[config.mk]
export PLATFORM = sky130hd
export DESIGN_NAME = execute_pipe
export DESIGN_NICKNAME = d
export VERILOG_FILES = /design/src/rtl/exec_pkg.sv /design/src/rtl/execute_pipe_mul.sv /design/src/rtl/execute_pipe.sv
export SDC_FILE = /design/constraint.sdc
export NUM_CORES = 2
export LEC_CHECK = 0
export CAP_MARGIN = 20
export CELL_PAD_IN_SITES_DETAIL_PLACEMENT = 1
export CELL_PAD_IN_SITES_GLOBAL_PLACEMENT = 1
export CORE_MARGIN = 1
export CORE_UTILIZATION = 42
export CTS_BUF_LIST = sky130_fd_sc_hd__clkbuf_8
export CTS_CLUSTER_SIZE = 16
export DETAILED_ROUTE_END_ITERATION = 7
export PLACE_DENSITY_LB_ADDON = 0.1
export SLEW_MARGIN = 0
export SYNTH_ARGS = -nofsm -noshare
export SYNTH_HDL_FRONTEND = slang
export SYNTH_HIERARCHICAL = 1
export SYNTH_SLANG_ARGS = --single-unit
[constraint.sdc]
create_clock -name clk -period 17.3 [get_ports clk]
set_input_delay 2.595 -clock clk [delete_from_list [all_inputs] [get_ports clk]]
set_output_delay 2.595 -clock clk [all_outputs]
set_load 0.02 [all_outputs]
[src/rtl/exec_pkg.sv]
// Shared encodings for the pipelined execute stage.
// ALU opcodes, branch funct3 values and result-source selects.
package exec_pkg;

  typedef enum logic [3:0] {
    ADD   = 4'd0,
    SUB   = 4'd1,
    AND   = 4'd2,
    OR    = 4'd3,
    XOR   = 4'd4,
    SLT   = 4'd5,
    SLTU  = 4'd6,
    SLL   = 4'd7,
    SRL   = 4'd8,
    SRA   = 4'd9,
    PASSB = 4'd10,
    MUL   = 4'd11
  } alu_op_t;

  localparam logic [2:0] F3_BEQ  = 3'b000;
  localparam logic [2:0] F3_BNE  = 3'b001;
  localparam logic [2:0] F3_BLT  = 3'b100;
  localparam logic [2:0] F3_BGE  = 3'b101;
  localparam logic [2:0] F3_BLTU = 3'b110;
  localparam logic [2:0] F3_BGEU = 3'b111;

  localparam logic [1:0] RES_ALU  = 2'b00;
  localparam logic [1:0] RES_LOAD = 2'b01;
  localparam logic [1:0] RES_PC4  = 2'b10;

endpackage

[src/rtl/execute_pipe_mul.sv]
// Multi-cycle multiplier: captures operands on start and holds EX
// until the product of the captured operands is ready.
module mul_unit #(
  parameter int DATA_WIDTH  = 32,
  parameter int MUL_LATENCY = 4
) (
  input  logic                  clk,
  input  logic                  rst,
  input  logic                  start,
  input  logic                  flush,
  input  logic [DATA_WIDTH-1:0] a,
  input  logic [DATA_WIDTH-1:0] b,
  output logic                  busy,
  output logic [DATA_WIDTH-1:0] product
);

  localparam int CW =
    (MUL_LATENCY > 0) ? $clog2(MUL_LATENCY + 1) : 1;

  logic [CW-1:0]         r_cnt;
  logic [DATA_WIDTH-1:0] r_a;
  logic [DATA_WIDTH-1:0] r_b;
  logic                  w_idle;
  logic                  w_go;

  assign w_idle = (r_cnt == '0);
  assign w_go   = start & w_idle & ~flush & ~rst;

  always_ff @(posedge clk) begin
    if (rst || flush) begin
      r_cnt <= '0;
    end else if (w_go) begin
      r_cnt <= CW'(MUL_LATENCY);
      r_a   <= a;
      r_b   <= b;
    end else if (!w_idle) begin
      r_cnt <= r_cnt - 1'b1;
    end
  end

  // Count of 1 is the result cycle: EX is released, product valid.
  assign busy = (MUL_LATENCY != 0) & ~rst & ~flush &
                (w_go | (r_cnt > CW'(1)));

  assign product = (MUL_LATENCY == 0) ? a * b : r_a * r_b;

endmodule

[src/rtl/execute_pipe.sv]
// Pipelined execute stage: forwarding, ALU, branch resolution,
// multi-cycle multiply and the EX/MEM pipeline register.
module execute_pipe
  import exec_pkg::*;
#(
  parameter int DATA_WIDTH    = 32,
  parameter int ADDRESS_WIDTH = 5,
  parameter int ALUCTRL_WIDTH = 4,
  parameter int MUL_LATENCY   = 4
) (
  input  logic                     clk,
  input  logic                     rst,
  input  logic                     valid_e,
  input  logic                     flush_e,
  input  logic                     RegWrite_e,
  input  logic                     MemWrite_e,
  input  logic                     ALUsrc_e,
  input  logic                     Branch_e,
  input  logic                     Jump_e,
  input  logic                     JALRctrl_e,
  input  logic [1:0]               ResultSrc_e,
  input  logic [ALUCTRL_WIDTH-1:0] ALUctrl_e,
  input  logic [2:0]               funct3_e,
  input  logic [ADDRESS_WIDTH-1:0] rs1_e,
  input  logic [ADDRESS_WIDTH-1:0] rs2_e,
  input  logic [ADDRESS_WIDTH-1:0] rd_e,
  input  logic [DATA_WIDTH-1:0]    RD1_e,
  input  logic [DATA_WIDTH-1:0]    RD2_e,
  input  logic [DATA_WIDTH-1:0]    ImmOp_e,
  input  logic [DATA_WIDTH-1:0]    PC_e,
  input  logic [DATA_WIDTH-1:0]    PCPlus4_e,
  input  logic [ADDRESS_WIDTH-1:0] rd_w,
  input  logic                     RegWrite_w,
  input  logic [DATA_WIDTH-1:0]    Result_w,
  output logic                     busy_e,
  output logic                     PCSrc_e,
  output logic [DATA_WIDTH-1:0]    PCTarget_e,
  output logic                     valid_m,
  output logic                     RegWrite_m,
  output logic                     MemWrite_m,
  output logic [1:0]               ResultSrc_m,
  output logic [ADDRESS_WIDTH-1:0] rd_m,
  output logic [DATA_WIDTH-1:0]    ALUResult_m,
  output logic [DATA_WIDTH-1:0]    WriteData_m,
  output logic [DATA_WIDTH-1:0]    PCPlus4_m
);

  localparam int SW = $clog2(DATA_WIDTH);

  logic                     r_valid;
  logic                     r_regwrite;
  logic                     r_memwrite;
  logic [1:0]               r_ressrc;
  logic [ADDRESS_WIDTH-1:0] r_rd;
  logic [DATA_WIDTH-1:0]    r_alu;
  logic [DATA_WIDTH-1:0]    r_wdata;
  logic [DATA_WIDTH-1:0]    r_pc4;

  alu_op_t               w_op;
  logic                  w_mem_ok;
  logic                  w_wb_ok;
  logic [DATA_WIDTH-1:0] w_mem_val;
  logic [DATA_WIDTH-1:0] w_srca;
  logic [DATA_WIDTH-1:0] w_srcb_reg;
  logic [DATA_WIDTH-1:0] w_srcb;
  logic [DATA_WIDTH-1:0] w_alu;
  logic [DATA_WIDTH-1:0] w_prod;
  logic [DATA_WIDTH-1:0] w_jalr;
  logic [SW-1:0]         w_sh;
  logic                  w_cond;
  logic                  w_mul_start;

  assign w_op = alu_op_t'(ALUctrl_e[3:0]);

  // Loads in MEM have no data yet; the hazard unit stalls them.
  assign w_mem_ok = r_valid & r_regwrite & (r_rd != '0) &
                    (r_ressrc != RES_LOAD);
  assign w_wb_ok  = RegWrite_w & (rd_w != '0);
  assign w_mem_val = (r_ressrc == RES_PC4) ? r_pc4 : r_alu;

  assign w_srca =
    (w_mem_ok && r_rd == rs1_e) ? w_mem_val :
    (w_wb_ok && rd_w == rs1_e)  ? Result_w  : RD1_e;
  assign w_srcb_reg =
    (w_mem_ok && r_rd == rs2_e) ? w_mem_val :
    (w_wb_ok && rd_w == rs2_e)  ? Result_w  : RD2_e;
  assign w_srcb = ALUsrc_e ? ImmOp_e : w_srcb_reg;
  assign w_sh   = w_srcb[SW-1:0];

  assign w_mul_start = valid_e & ~flush_e & (w_op == MUL);

  mul_unit #(
    .DATA_WIDTH (DATA_WIDTH),
    .MUL_LATENCY(MUL_LATENCY)
  ) u_mul (
    .clk    (clk),
    .rst    (rst),
    .start  (w_mul_start),
    .flush  (flush_e),
    .a      (w_srca),
    .b      (w_srcb),
    .busy   (busy_e),
    .product(w_prod)
  );

  always_comb begin
    w_alu = '0;
    unique case (w_op)
      ADD:   w_alu = w_srca + w_srcb;
      SUB:   w_alu = w_srca - w_srcb;
      AND:   w_alu = w_srca & w_srcb;
      OR:    w_alu = w_srca | w_srcb;
      XOR:   w_alu = w_srca ^ w_srcb;
      SLT:   w_alu = DATA_WIDTH'($signed(w_srca) < $signed(w_srcb));
      SLTU:  w_alu = DATA_WIDTH'(w_srca < w_srcb);
      SLL:   w_alu = w_srca << w_sh;
      SRL:   w_alu = w_srca >> w_sh;
      SRA:   w_alu = $unsigned($signed(w_srca) >>> w_sh);
      PASSB: w_alu = w_srcb;
      MUL:   w_alu = w_prod;
      default: w_alu = '0;
    endcase
  end

  always_comb begin
    w_cond = 1'b0;
    case (funct3_e)
      F3_BEQ:  w_cond = (w_srca == w_srcb_reg);
      F3_BNE:  w_cond = (w_srca != w_srcb_reg);
      F3_BLT:  w_cond = $signed(w_srca) < $signed(w_srcb_reg);
      F3_BGE:  w_cond = $signed(w_srca) >= $signed(w_srcb_reg);
      F3_BLTU: w_cond = w_srca < w_srcb_reg;
      F3_BGEU: w_cond = w_srca >= w_srcb_reg;
      default: w_cond = 1'b0;
    endcase
  end

  assign PCSrc_e = valid_e & ~flush_e &
                   (Jump_e | (Branch_e & w_cond));
  assign w_jalr  = w_srca + ImmOp_e;
  assign PCTarget_e = JALRctrl_e ? {w_jalr[DATA_WIDTH-1:1], 1'b0}
                                 : PC_e + ImmOp_e;

  always_ff @(posedge clk) begin
    if (rst || flush_e || busy_e) begin
      r_valid    <= 1'b0;
      r_regwrite <= 1'b0;
      r_memwrite <= 1'b0;
      r_ressrc   <= '0;
      r_rd       <= '0;
      r_alu      <= '0;
      r_wdata    <= '0;
      r_pc4      <= '0;
    end else begin
      r_valid    <= valid_e;
      r_regwrite <= RegWrite_e;
      r_memwrite <= MemWrite_e;
      r_ressrc   <= ResultSrc_e;
      r_rd       <= rd_e;
      r_alu      <= w_alu;
      r_wdata    <= w_srcb_reg;
      r_pc4      <= PCPlus4_e;
    end
  end

  assign valid_m     = r_valid;
  assign RegWrite_m  = r_regwrite;
  assign MemWrite_m  = r_memwrite;
  assign ResultSrc_m = r_ressrc;
  assign rd_m        = r_rd;
  assign ALUResult_m = r_alu;
  assign WriteData_m = r_wdata;
  assign PCPlus4_m   = r_pc4;

endmodule

Word-level counts from Yosys, hierarchy flattened
Index checks and enable logic that the tools add are counted.

word-level totals
  bits in registers = 173
  input port bits = 232
  output and inout port bits = 140
  logic and storage cells = 98

cells by class
  $add $sub $neg = 5
  $mul = 1
  order comparisons = 7
  equal/unequal tests = 25
  shift operators = 3
  mux-type cells = 11
  bitwise gates (word level) = 21
  reduce and logical (&&, ||, !) cells = 13

operators with widths
  operator              count
  $pmux W32 S12         1
  $mux W32              7
  $lt A32 B32 Y1        4
  $add A32 B32 Y32      3
  $ge A32 B32 Y1        2
  $and A32 B32 Y32      1
  $eq A32 B32 Y1        1
  $mul A32 B32 Y32      1
  $ne A32 B32 Y1        1
  $or A32 B32 Y32       1
  $shl A32 B5 Y32       1
  $shr A32 B5 Y32       1
  $sshr A32 B5 Y32      1
  $sub A32 B32 Y32      1
  $xor A32 B32 Y32      1
  $eq A5 B5 Y1          4
  $eq A4 B3 Y1 const B  4
  $eq A4 B4 Y1 const B  4
  $and A1 B1 Y1         13
  $eq A3 B3 Y1 const B  4
  $reduce_bool A5 Y1    2
  $eq A4 B2 Y1 const B  2
  $logic_not A3 Y1      2
  $mux W3               2
  other kinds (15)      22

Depth between registers and ports, before layout
  depth in word-level cells = 10
  depth in mapped cells = 32
  mapped depth without buffers = 29

Cells and area by module
Netlist, hierarchy kept.

modules (own cells, without submodules)
  module        times used  cells an instance  area each (um^2)  seq. area each (um^2)
  mul_unit      1           1,843              18,029.8          1,981.9
  execute_pipe  1           2,411              17,932.2          2,122.0

Least setup slack after synthesis
OpenSTA, ideal clock, no wires.

  kind = input -> output
  start = input rd_w[1]
  end = output PCTarget_e[30]
  arrival = 7.156 ns
  required time = 14.705 ns
  slack = 7.549 ns
  cell stages on the path = 19
  path buffers = 1
  cells stage by stage = or4_4 > o211ai_4 > nor2_4 > buf_6 > mux2_2 > a21oi_2 > inv_1 > fa_1 > a21o_1 > a21oi_1 > o21ai_0 > a221oi_1 > a21oi_1 > a31o_2 > o221ai_1 > a211o_1 > o21ai_0 > mux2i_1 > a31oi_1

on the way
  longest elaborated chain between the ends = 7
  elaborated cells between the ends (all ways) = 8
  classes of those cells = 1 x add/sub; 1 x eq/ne; 3 x mux; 1 x bitwise; 2 x reduce/logical

RTL lines
  element                  line                 text
  start, declared          execute_pipe.sv:32   input logic [ADDRESS_WIDTH-1:0] rd_w,
  $reduce_bool A5 Y1       execute_pipe.sv:78   assign w_wb_ok = RegWrite_w & (rd_w != '0);
  $and A1 B1 Y1            execute_pipe.sv:78
  $logic_and A1 B1 Y1 (*)  execute_pipe.sv:83   (w_wb_ok && rd_w == rs1_e) ? Result_w : RD1_e;
  $mux W32 (*)             execute_pipe.sv:83
  $mux W32 (*)             execute_pipe.sv:82   (w_mem_ok && r_rd == rs1_e) ? w_mem_val :
  named net w_srca[1]      execute_pipe.sv:63   logic [DATA_WIDTH-1:0] w_srca;
  $add A32 B32 Y32 (*)     execute_pipe.sv:140  assign w_jalr = w_srca + ImmOp_e;
  $mux W32 (*)             execute_pipe.sv:141  assign PCTarget_e = JALRctrl_e ? {w_jalr[DATA_WIDTH-1:1], 1'b0}
  end, declared            execute_pipe.sv:37   output logic [DATA_WIDTH-1:0] PCTarget_e,

The timed path passes the listed nets; every way through them passes the cells marked *.

Final worst setup path
  start = input rd_w[3]
  end = output PCTarget_e[30]

The elaborated chain is that of the path after synthesis.

==> impl_metrics.py <==
metrics = {
    "timing": {
        "finalHoldViolations": 0,
        "fmax_mhz": 82.8,
        "rsz0062_at_grt": "false",
        "finalWorstSetupSlack_ns": 5.22,
        "setup_viol": 0,
        "timing.final.max_slew_violations": 0,
        "slew-limit-headroom": 0.170,
        "final.setup_skew_ns": 0.0449,
        "worst_pin_slew_ns": 1.24,
        "setup_tns_ns": 0,
        "finalCritPeriodShare": 0.698,
        "fin_crit_ns": 12.08,
    },
    "logic_synthesis": {
        "ys_top_cells_by_count": "498 x inv_1, 412 x fa_1, 380 x and2_1, 371 x nand2_1, 315 x ha_1",
        "syn_area_per_cell_um2": 8.45,
        "ys_ff_latch": 173,
        "synth_edf_count": 64,
        "synth-seq-area-share": 0.114,
        "synth_area_um2": 36000,
        "async_flop_share": 0,
        "synth_most_common_cell": "inv_1",
        "ys_warn_count": 6,
        "yosys-top-cells-area": "fa_1 23%, ha_1 11%, and2_1 6.6%",
        "synth_ff_type": "dfxtp_1",
        "post_synth_num_cell_types": 109,
        "synth.largest_area_cell": "fa_1",
        "yosysTopAreaCellShare": 0.229,
        "netlist_instances": 4254,
        "synth_nets": 5213,
    },
    "floorplanning": {
        "start_util": 0.427,
        "io_pins": 372,
        "fp.dieArea_um2": 86800,
        "die_x_um": 295,
        "die_h_um": 295,
        "row_count": 106,
        "core_um2": 84200,
    },
    "setup_path": {
        "critPathSlowestCell": "nor2_4",
        "arrival_ns": 9.48,
        "cp-end-kind": "primary output",
        "crit_cells": 20,
        "critPathTopFamily": "compound AO/OA/AOI/OAI gates",
        "crit_chain": "clkdlybuf4s50_1 > xnor2_1 > nand4_1 > nor2_4 > mux2_2 > a21oi_2 > inv_1 > fa_1 > a21o_1 > a21oi_1 > o21ai_0 > a221oi_1 > a21oi_1 > a31o_2 > o221ai_1 > a211o_1 > o21ai_0 > mux2i_1 > a31oi_1 > clkdlybuf4s50_1",
        "required_ns": 14.70,
        "critical_path_buf_inv_count": 3,
        "r2r_cells": 27,
        "crit_type": "input pin to primary output",
        "cp-start-kind": "input pin",
        "crit_fanout": 23,
        "r2r_slack_ns": 7.13,
        "max_stage_delay_ns": 0.82,
    },
    "route": {
        "wl_per_cell_um": 31.3,
        "vias": 34426,
        "first_iter_violations": 2900,
        "vias_per_cell": 6.07,
        "drc": 0,
        "drt-total-wl_um": 177000,
        "postRouteAntennaNets": 0,
        "drt_pass1_iterations": 6,
    },
    "clock_tree": {
        "htree_levels": 4,
        "cts_tree": "built",
        "clock_path_buffers": 2,
        "cts_setup_buffers": 0,
        "cts_resized": 0,
        "cts_buffers": 17,
        "clockRootBuffer": "clkbuf_8",
        "path_clk_slew_ns": 0.10,
        "clkLatencyLatePin_ns": 0.63,
        "postCtsHoldBufs": 0,
        "clock-sinks": 173,
    },
    "grt": {
        "antenna_found_initial": 17,
        "grtUsageMet3": 0.0920,
        "met2_usage": 0.672,
        "grt_pass1_wl_um": 255000,
        "top_usage_layer": "met2",
        "grt_use_met1": 0.487,
        "overflow": 0,
        "grt_pass1_vias": 36498,
        "gr-usage-all-layers": 0.409,
        "grt_max_degree": 65,
    },
    "power_and_ir_drop": {
        "p_leak_nw": 18.1,
        "peakVddDrop_v": 0.0000629,
        "p_per_area_nw_per_um2": 47.2,
    },
    "run_status": {
        "status": "finished clean",
    },
    "min_path": {
        "holdPathStages": 2,
        "hold_class": "register to register",
    },
    "layout": {
        "area_growth_pct": 14.8,
        "fin_nets": 5472,
        "drive_gt1_frac": 0.0621,
    },
    "place": {
        "port-buffer-count": 371,
        "place_hpwl_um": 144000,
        "place_ws_ns": 5.31,
        "place.gp.congestion": 1.06,
    },
    "job": {
        "drv_cap": 0,
    },
}
## layout make-up
cell class	count	area [um^2]
Tap cell	1134	1420
Antenna cell	11	27.5
Timing Repair Buffer	468	4420
Sequential cell	173	4100
Inverter	504	1900
Clock inverter	14	150
Clock buffer	18	248
Fill cell	10036	42900
Multi-Input combinational cell	3349	29000
## report_power, final
part	switching [mW]	leakage [nW]	total [mW]	internal, mW
sequential	0.0125	1.47	0.446	0.434
clock	0.202	0.209	0.326	0.124
combinational	0.735	16.4	1.18	0.444
total	0.950	18.1	1.95	1.00
## routing by layer
metal	part of all wire	wire (um)
met1	0.39	69100
met3	0.076	13500
met5	0.00040	71
met2	0.47	82800
met4	0.067	11800
## final timing paths
path | from | end
max | rd_w[3] | PCTarget_e[30]
min | u_mul/r_cnt[1]$_SDFFE_PP0P_ | u_mul/r_cnt[1]$_SDFFE_PP0P_
max reg2reg | u_mul/r_b[9]$_DFFE_PP_ | ALUResult_m[28]$_SDFF_PP0_
min reg2reg | u_mul/r_cnt[1]$_SDFFE_PP0P_ | u_mul/r_cnt[1]$_SDFFE_PP0P_
## per-stage QoR
| step | utilization | total power, mW | cells | hold WS [ns] | instance area (um^2) |
|---|---|---|---|---|---|
| 6_report | 0.490 | 1.95 | 5671 | 0.542 | 41300 |
| 3_5_place_dp | 0.485 | 1.59 | 5627 | 0.518 | 40900 |
| 4_1_cts | 0.490 | 1.93 | 5659 | 0.540 | 41300 |
| 3_3_place_gp | 0.485 | 1.59 | 5627 | 0.512 | 40900 |
| 2_1_floorplan | - | 1.14 | 4254 | 0.474 | 36000 |
| 5_1_grt | 0.490 | 2.03 | 5667 | 0.585 | 41300 |
## registers in the layout (all words and copies together) (netlist names)
register and flops:
ALUResult_m 32, PCPlus4_m 32, WriteData_m 32, u_mul/r_a 32, u_mul/r_b 32, rd_m 5
u_mul/r_cnt 3, ResultSrc_m 2, MemWrite_m 1, RegWrite_m 1, valid_m 1
## layout by cell type (no fill, tap or decap), types with 96 or more instances in the layout
cell	n
inv_1	498
fa_1	412
and2_1	380
nand2_1	371
clkdlybuf4s50_1	368
ha_1	315
nor2_1	269
a21oi_1	245
mux2i_1	161
o21ai_0	142
xnor2_1	125
dfxtp_1	109
buf_4	96
## tightest hold or removal path: stages, from the launching register on
cell,delay [ns]
dfxtp_1,0.32
a31oi_1,0.13
nor3_1,0.05
## kinds of logic after synthesis
group,share of synthesized area
simple gates,0.182
flops,0.114
buf+inv,0.0809
xor+xnor,0.0454
mux,0.0689
fa+ha+maj,0.339
compound gates,0.170
No activity file was read; power rests on OpenSTA's default activity.
